$ cat config.mk
export PLATFORM = sky130hd
export DESIGN_NAME = regdst_wb_tracker
export DESIGN_NICKNAME = d
export VERILOG_FILES = /design/src/rtl/regdst_wb_tracker.sv
export SDC_FILE = /design/constraint.sdc
export NUM_CORES = 1
export LEC_CHECK = 0
export ABC_AREA = 1
export BUFFER_PORTS_ARGS = -buffer_cell sky130_fd_sc_hd__buf_2
export CORE_UTILIZATION = 57
export DETAILED_ROUTE_END_ITERATION = 7
export PLACE_DENSITY = 0.9
export RECOVER_POWER = 50
export SYNTH_ARGS = -nofsm -noshare
export SYNTH_HDL_FRONTEND = slang
export SYNTH_SLANG_ARGS = --single-unit
$ cat constraint.sdc
create_clock -name clk -period 3.4 [get_ports clk]
set_input_delay 1.02 -clock clk [delete_from_list [all_inputs] [get_ports clk]]
set_output_delay 1.02 -clock clk [all_outputs]
set_load 0.02 [all_outputs]
$ cat src/rtl/regdst_wb_tracker.sv
`default_nettype none
// ============================================================================
// Module   : regdst_wb_tracker
// Brief    : RegDst destination select with an in-order pending-writeback
//            queue, valid/ready drain to the register file, and RAW hazard flags.
// Revision : 1.0
// ============================================================================
module regdst_wb_tracker #(
    parameter int ADDR_W = 5,
    parameter int DEPTH  = 4,
    parameter int SP_REG = 29,
    parameter int RA_REG = 31
) (
    input  logic                       clk,
    input  logic                       reset_n,
    input  logic                       flush,
    input  logic                       issue_valid,
    output logic                       issue_ready,
    input  logic [1:0]                 RegDstControl,
    input  logic [31:0]                instr,
    output logic                       wb_valid,
    input  logic                       wb_ready,
    output logic [ADDR_W-1:0]          wb_dst,
    input  logic [ADDR_W-1:0]          query_rs,
    input  logic [ADDR_W-1:0]          query_rt,
    output logic                       hazard_rs,
    output logic                       hazard_rt,
    output logic [$clog2(DEPTH):0]     count
);

    localparam int PTR_W = $clog2(DEPTH);
    localparam int CNT_W = PTR_W + 1;
    localparam logic [CNT_W-1:0] C_DEPTH = CNT_W'(DEPTH);

    logic [ADDR_W-1:0] r_mem [DEPTH];
    logic [PTR_W-1:0]  r_head;
    logic [PTR_W-1:0]  r_tail;
    logic [CNT_W-1:0]  r_count;

    logic [ADDR_W-1:0] w_dst_sel;
    logic              w_enq;
    logic              w_deq;
    logic [DEPTH-1:0]  w_match_rs;
    logic [DEPTH-1:0]  w_match_rt;

    always_comb begin
        w_dst_sel = '0;
        case (RegDstControl)
            2'b00:   w_dst_sel = ADDR_W'(SP_REG);
            2'b01:   w_dst_sel = ADDR_W'(instr[20:16]);
            2'b10:   w_dst_sel = ADDR_W'(RA_REG);
            default: w_dst_sel = ADDR_W'(instr[15:11]);
        endcase
    end

    assign issue_ready = (r_count < C_DEPTH);
    assign wb_valid    = (r_count != '0);
    assign wb_dst      = wb_valid ? r_mem[r_head] : '0;
    assign count       = r_count;

    // Flush wins over both handshakes in the same cycle.
    assign w_enq = issue_valid && issue_ready && !flush;
    assign w_deq = wb_valid && wb_ready && !flush;

    always_ff @(posedge clk or negedge reset_n) begin
        if (!reset_n) begin
            r_head  <= '0;
            r_tail  <= '0;
            r_count <= '0;
        end else if (flush) begin
            r_head  <= '0;
            r_tail  <= '0;
            r_count <= '0;
        end else begin
            if (w_enq) r_tail <= r_tail + PTR_W'(1);
            if (w_deq) r_head <= r_head + PTR_W'(1);
            case ({w_enq, w_deq})
                2'b10:   r_count <= r_count + CNT_W'(1);
                2'b01:   r_count <= r_count - CNT_W'(1);
                default: r_count <= r_count;
            endcase
        end
    end

    // Storage needs no reset; only entries inside [head, head+count) are ever observed.
    always_ff @(posedge clk) begin
        if (w_enq) r_mem[r_tail] <= w_dst_sel;
    end

    generate
        for (genvar gi = 0; gi < DEPTH; gi++) begin : g_entry
            logic [PTR_W-1:0] w_off;
            logic             w_live;
            assign w_off  = PTR_W'(gi) - r_head;
            assign w_live = ({1'b0, w_off} < r_count);
            assign w_match_rs[gi] = w_live && (r_mem[gi] == query_rs) && (r_mem[gi] != '0);
            assign w_match_rt[gi] = w_live && (r_mem[gi] == query_rt) && (r_mem[gi] != '0);
        end
    endgenerate

    assign hazard_rs = |w_match_rs;
    assign hazard_rt = |w_match_rt;

endmodule
`default_nettype wire

# --- Word-level counts from Yosys, hierarchy flattened ---
# Memories as Yosys holds them, arrays and structs flattened.
# Cells that the tools add are included.
totals:
  reg_bits: 7
  mem_bits_rw: 20
  inputBits: 49
  out_inout_bits: 12
  word_cells: 71
  mem_count: 1
op_classes:
  add_sub_neg: 8
  magnitude_cmp: 5
  eq_ne: 12
  muxes: 10
  reduce_logical: 32
memory_table:
  columns: ["name", "depth", "word_bits", "read_ports", "rd_clocked_by_memory_dff", "wr", "line", "rtl"]
  rows:
  - ["r_mem", 4, 5, 5, 0, 1, "35", "logic [ADDR_W-1:0] r_mem [DEPTH];"]
op_table:
  columns: ["cell", "count"]
  rows:
  - ["$eq A5 B5 Y1", 8]
  - ["$logic_and A1 B1 Y1", 20]
  - ["$reduce_bool A5 Y1", 4]
  - ["$pmux W5 S3", 1]
  - ["$lt A2 B3 Y1", 4]
  - ["$mux W2", 4]
  - ["$reduce_or A4 Y1", 2]
  - ["$pmux W3 S2", 1]
  - ["$reduce_bool A3 Y1", 2]
  - ["$mux W5", 1]
  - ["$add A2 B1 Y2 const B", 2]
  - ["$eq A2 B1 Y1 const B", 2]
  - ["$eq A2 B2 Y1 const B", 2]
  - ["$reduce_bool A2 Y1", 2]
  - ["$sub A1 B2 Y2 const A", 2]
  - ["$sub A2 B2 Y2 const A", 2]
  - ["$add A3 B1 Y3 const B", 1]
  - ["$lt A3 B3 Y1 const B", 1]
  - ["$mux W3", 1]
  - ["$sub A3 B1 Y3 const B", 1]
  - ["$logic_not A2 Y1", 1]
  - ["$mux W1", 2]
  - ["$logic_not A1 Y1", 1]

# --- Depth between registers and ports, before layout ---
depth:
  ltp_word: 6
  mapped_depth: 13
  ltp_nobuf: 12

# --- Worst setup path after synthesis ---
# OpenSTA, ideal clock, no wires.
synth_path:
  path_type: "input-to-output"
  from: "input port query_rt[4]"
  to: "output port hazard_rt"
  t_arrival_ps: 1736
  required_ps: 2380
  slack_ps: 644
  cell_stages: 9
  path_buffers: 1
  cell_sequence: "clkbuf_2 -> inv_1 -> nand2_1 -> nand2_1 -> nor2_1 -> nand3_1 -> nor2_1 -> nor2_1 -> nand2_1"
synth_between:
  elab_chain_len: 4
  elab_cells_between_ends: 13
  classes_between: "4 x eq/ne; 9 x reduce/logical"
synth_rtl:
  columns: ["item", "line", "rtl"]
  rows:
  - ["start, declared", "25", "input logic [ADDR_W-1:0] query_rt,"]
  - ["$eq A5 B5 Y1", "97", "assign w_match_rt[gi] = w_live && (r_mem[gi] == query_rt) && (r_mem[gi] != '0);"]
  - ["$logic_and A1 B1 Y1 (2 in a row)", "97", null]
  - ["$reduce_or A4 Y1 *", "102", "assign hazard_rt = |w_match_rt;"]
  - ["end, declared", "27", "output logic hazard_rt,"]
# Mark *: on every way between the ends. The rest lies on a longest branch, timed or not.

# --- Worst setup path after layout ---
layout_path:
  from: "register r_head[1]"
  to: "output port hazard_rs"
layout_between:
  elab_chain_len: 5
  elab_cells_between_ends: 17
  classes_between: "4 x add/sub; 4 x order compare; 9 x reduce/logical"
layout_rtl:
  columns: ["item", "line", "rtl"]
  rows:
  - ["start, declared", "36", "logic [PTR_W-1:0] r_head;"]
  - ["start signal, assigned", "76", "if (w_deq) r_head <= r_head + PTR_W'(1);"]
  - ["$sub A1 B2 Y2 / $sub A2 B2 Y2 (equally long branches)", "94", "assign w_off = PTR_W'(gi) - r_head;"]
  - ["$lt A2 B3 Y1", "95", "assign w_live = ({1'b0, w_off} < r_count);"]
  - ["$logic_and A1 B1 Y1 (2 in a row)", "96", "assign w_match_rs[gi] = w_live && (r_mem[gi] == query_rs) && (r_mem[gi] != '0);"]
  - ["$reduce_or A4 Y1 *", "101", "assign hazard_rs = |w_match_rs;"]
  - ["end, declared", "26", "output logic hazard_rs,"]
# Marked as above.

==> run summary <==
# setup viols final -> 0
Post-Route Skew -> 1.41 ps
DP HPWL -> 3.77 mm
commonest non-fill, non-tap cell in the layout -> nand2_1
routed via count -> 1856
Final Critical Period -> 3180 ps
vias in the first global route -> 1674
Sink Count -> 27
power per cell area -> 573 nW/um2
CTS Buf Count -> 3
area grow syn2layout -> 11.6%
GR Util met3 -> 3.26%
largest net degree at the start of global routing -> 18
reg2reg setup slack -> 1580 ps
met1 Track Usage GR -> 33.1%
Tcrit/Tclk final -> 93.6%
final hold slack -> 628 ps
detailed router's first-iteration violation count -> 131
wire per inst -> 12.1 um
Skew-Pair Late Insertion Delay -> 280 ps
CP startpoint kind -> register
maximum fanout along the worst path -> 6
Die H -> 63.3 um
number of diodes -> 0
Post-Syn Instances -> 285
met2 Usage GRT -> 41.0%
sequential fraction of the synthesis area -> 36.3%
commonest cells after routing, fill and taps aside -> nand2_1 (61), nor2_1 (53), inv_1 (41)
Max VDD drop -> 0.000343 V
first-pass GRT wire length -> 7.45 mm
Final Hold Viols -> 0
starting density of the core -> 61.7%
max_cap viols -> 0
Max Slew Vio Count -> 0
Clock Tree Root -> clkbuf_8
Post-CTS Hold Buffers -> 0
routed wire length -> 4.48 mm
Max-slew headroom -> 70.8%
Final ANT Viol Nets -> 0
Critical Path RT -> 2380 ps
drc violations -> 0
Post-Syn Area -> 2140 um2
core area -> 3470 um2
H-tree Lvls -> 1
grt total ovfl -> 0
Worst Path Arrival -> 2160 ps
post-synth cell types -> 31
R2R cell count -> 7
CP Capture Type -> output pin
Fill cells -> 301
antenna violations before repair -> 0
YS warnings -> 0
syn avg cell area -> 7.51 um2
R2R Path Start -> count[2]
GRT Max-Usage Layer -> met2
DIE WIDTH -> 63.3 um
Leak -> 1.15 nW
Crit Path Class -> register to output pin
Nets -> 382
flops & latches, synth -> 27
Slew @ Worst Pin -> 436 ps
placer congestion estimate -> 0.938
first drt pass iteration count -> 4
overall routing resource usage -> 24.3%
syn_nets -> 343
RSZ-0062 raised after global routing -> no
Max clock buf depth -> 2
port buffer count -> 38
row cnt -> 21
Max Fclk -> 314 MHz
CTS tree -> done
final setup TNS -> 0 ps
clock slew at reported path FFs -> 90 ps
I/O pin count -> 61
layout cells sized above 1 -> 14.6%
routed vias/inst -> 5.03
Min-Delay Path Class -> primary input to async pin
outcome -> finished, final reports clean
Worst R2R End -> count[1]
die area -> 4000 um2
[through the flow]
step / std cells / setup slack [ps] / cell area, um2 / power (mW) / utilization (%)
after global placement: 365 / 454 / 2350 / 1.17 / 67.9
after floorplan: 285 / 644 / 2140 / 0.995 / -
final: 369 / 218 / 2390 / 1.37 / 68.8
after detailed placement: 365 / 451 / 2350 / 1.19 / 67.9
after global routing: 369 / 18.9 / 2390 / 1.48 / 68.8
after CTS: 369 / 137 / 2400 / 1.37 / 69.3
[sequential cells by signal (all words and copies together), names as in the netlist]
signal,count
r_head,2
count,3
r_tail,2
r_mem,20
[synth_stat cells, drive strengths merged]
cell type | number | area share, %
nand2 | 63 | 12
a21oi | 6 | 2.1
buf | 3 | 1.3
clkbuf | 1 | 0.23
fa | 1 | 0.94
inv | 44 | 8.0
dfrtp | 7 | 8.2
ha | 8 | 4.7
a31oi | 2 | 0.58
o22ai | 9 | 2.6
nand3 | 19 | 5.3
a21boi | 1 | 0.35
nor2 | 53 | 9.3
edfxtp | 20 | 28
nor3 | 8 | 1.9
mux2i | 1 | 0.47
o21ai | 5 | 1.2
xor2 | 15 | 6.1
nand4 | 5 | 1.5
xnor2 | 12 | 4.9
a41oi | 1 | 0.41
o21bai | 1 | 0.35
[layer usage]
metal  vias up  wire length, um
met5         -                0
met4         0               49
met3         5              246
met2        53             2100
met1       808             2080
li1        990                -
[kinds of logic (layout without fill, tap and decap cells)]
| kind of cell | count (synthesis) | count (layout) | synth area share [%] |
|---|---|---|---|
| DFF | 27 | 27 | 36.3 |
| xor gates and xnor gates | 27 | 27 | 11.1 |
| muxes | 1 | 1 | 0.468 |
| adders and majority gates | 9 | 9 | 5.61 |
| buffers and inverters | 48 | 86 | 9.47 |
| AOI/OAI and AO/OA | 25 | 25 | 7.60 |
| and+or+nand+nor | 148 | 148 | 29.5 |
[worst max-delay path, cell delays in order (launching register included)]
cell	delay, ps
dfrtp_1	460
inv_2	140
nand2_1	140
nand2_1	120
inv_1	70
ha_1	280
a31oi_2	250
nand2_1	80
nor2_1	100
nor2_1	40
nand2_1	50
buf_2	150
[repair_timing]
action,4_1_cts,5_1_grt
buffers inserted,0,0
setup endpoints to repair,0,2
resized for setup,0,4
[final cells by class]
cell class                      count  area (um2)  area share, %
Clock buffer                        3        41.3           1.73
Clock inverter                      1        8.76          0.367
Inverter                           44         170           7.13
Multi-Input combinational cell    210        1150           48.1
Sequential cell                    27         776           32.5
Tap cell                           46        57.6           2.41
Timing Repair Buffer               38         186           7.81
[how the worst max path moves through the flow]
stage,slack [ps],startpoint,cells past startpoint,to
final,220,r_head[1],11,hazard_rs
after global routing,20,r_head[1],11,hazard_rt
after detailed placement,450,r_head[1],11,hazard_rs
after CTS,140,r_head[1],11,hazard_rs
after global placement,450,query_rt[0],10,hazard_rt
after floorplan,640,query_rt[4],9,hazard_rt
[power breakdown]
part	switching (mW)	total, mW	internal (mW)	leakage [nW]
Combinational	0.464	0.709	0.245	0.853
Clock	0.0993	0.185	0.0861	0.0261
Sequential	0.0726	0.474	0.402	0.270
Total	0.636	1.37	0.732	1.15
(Power assumes the default switching activity.)
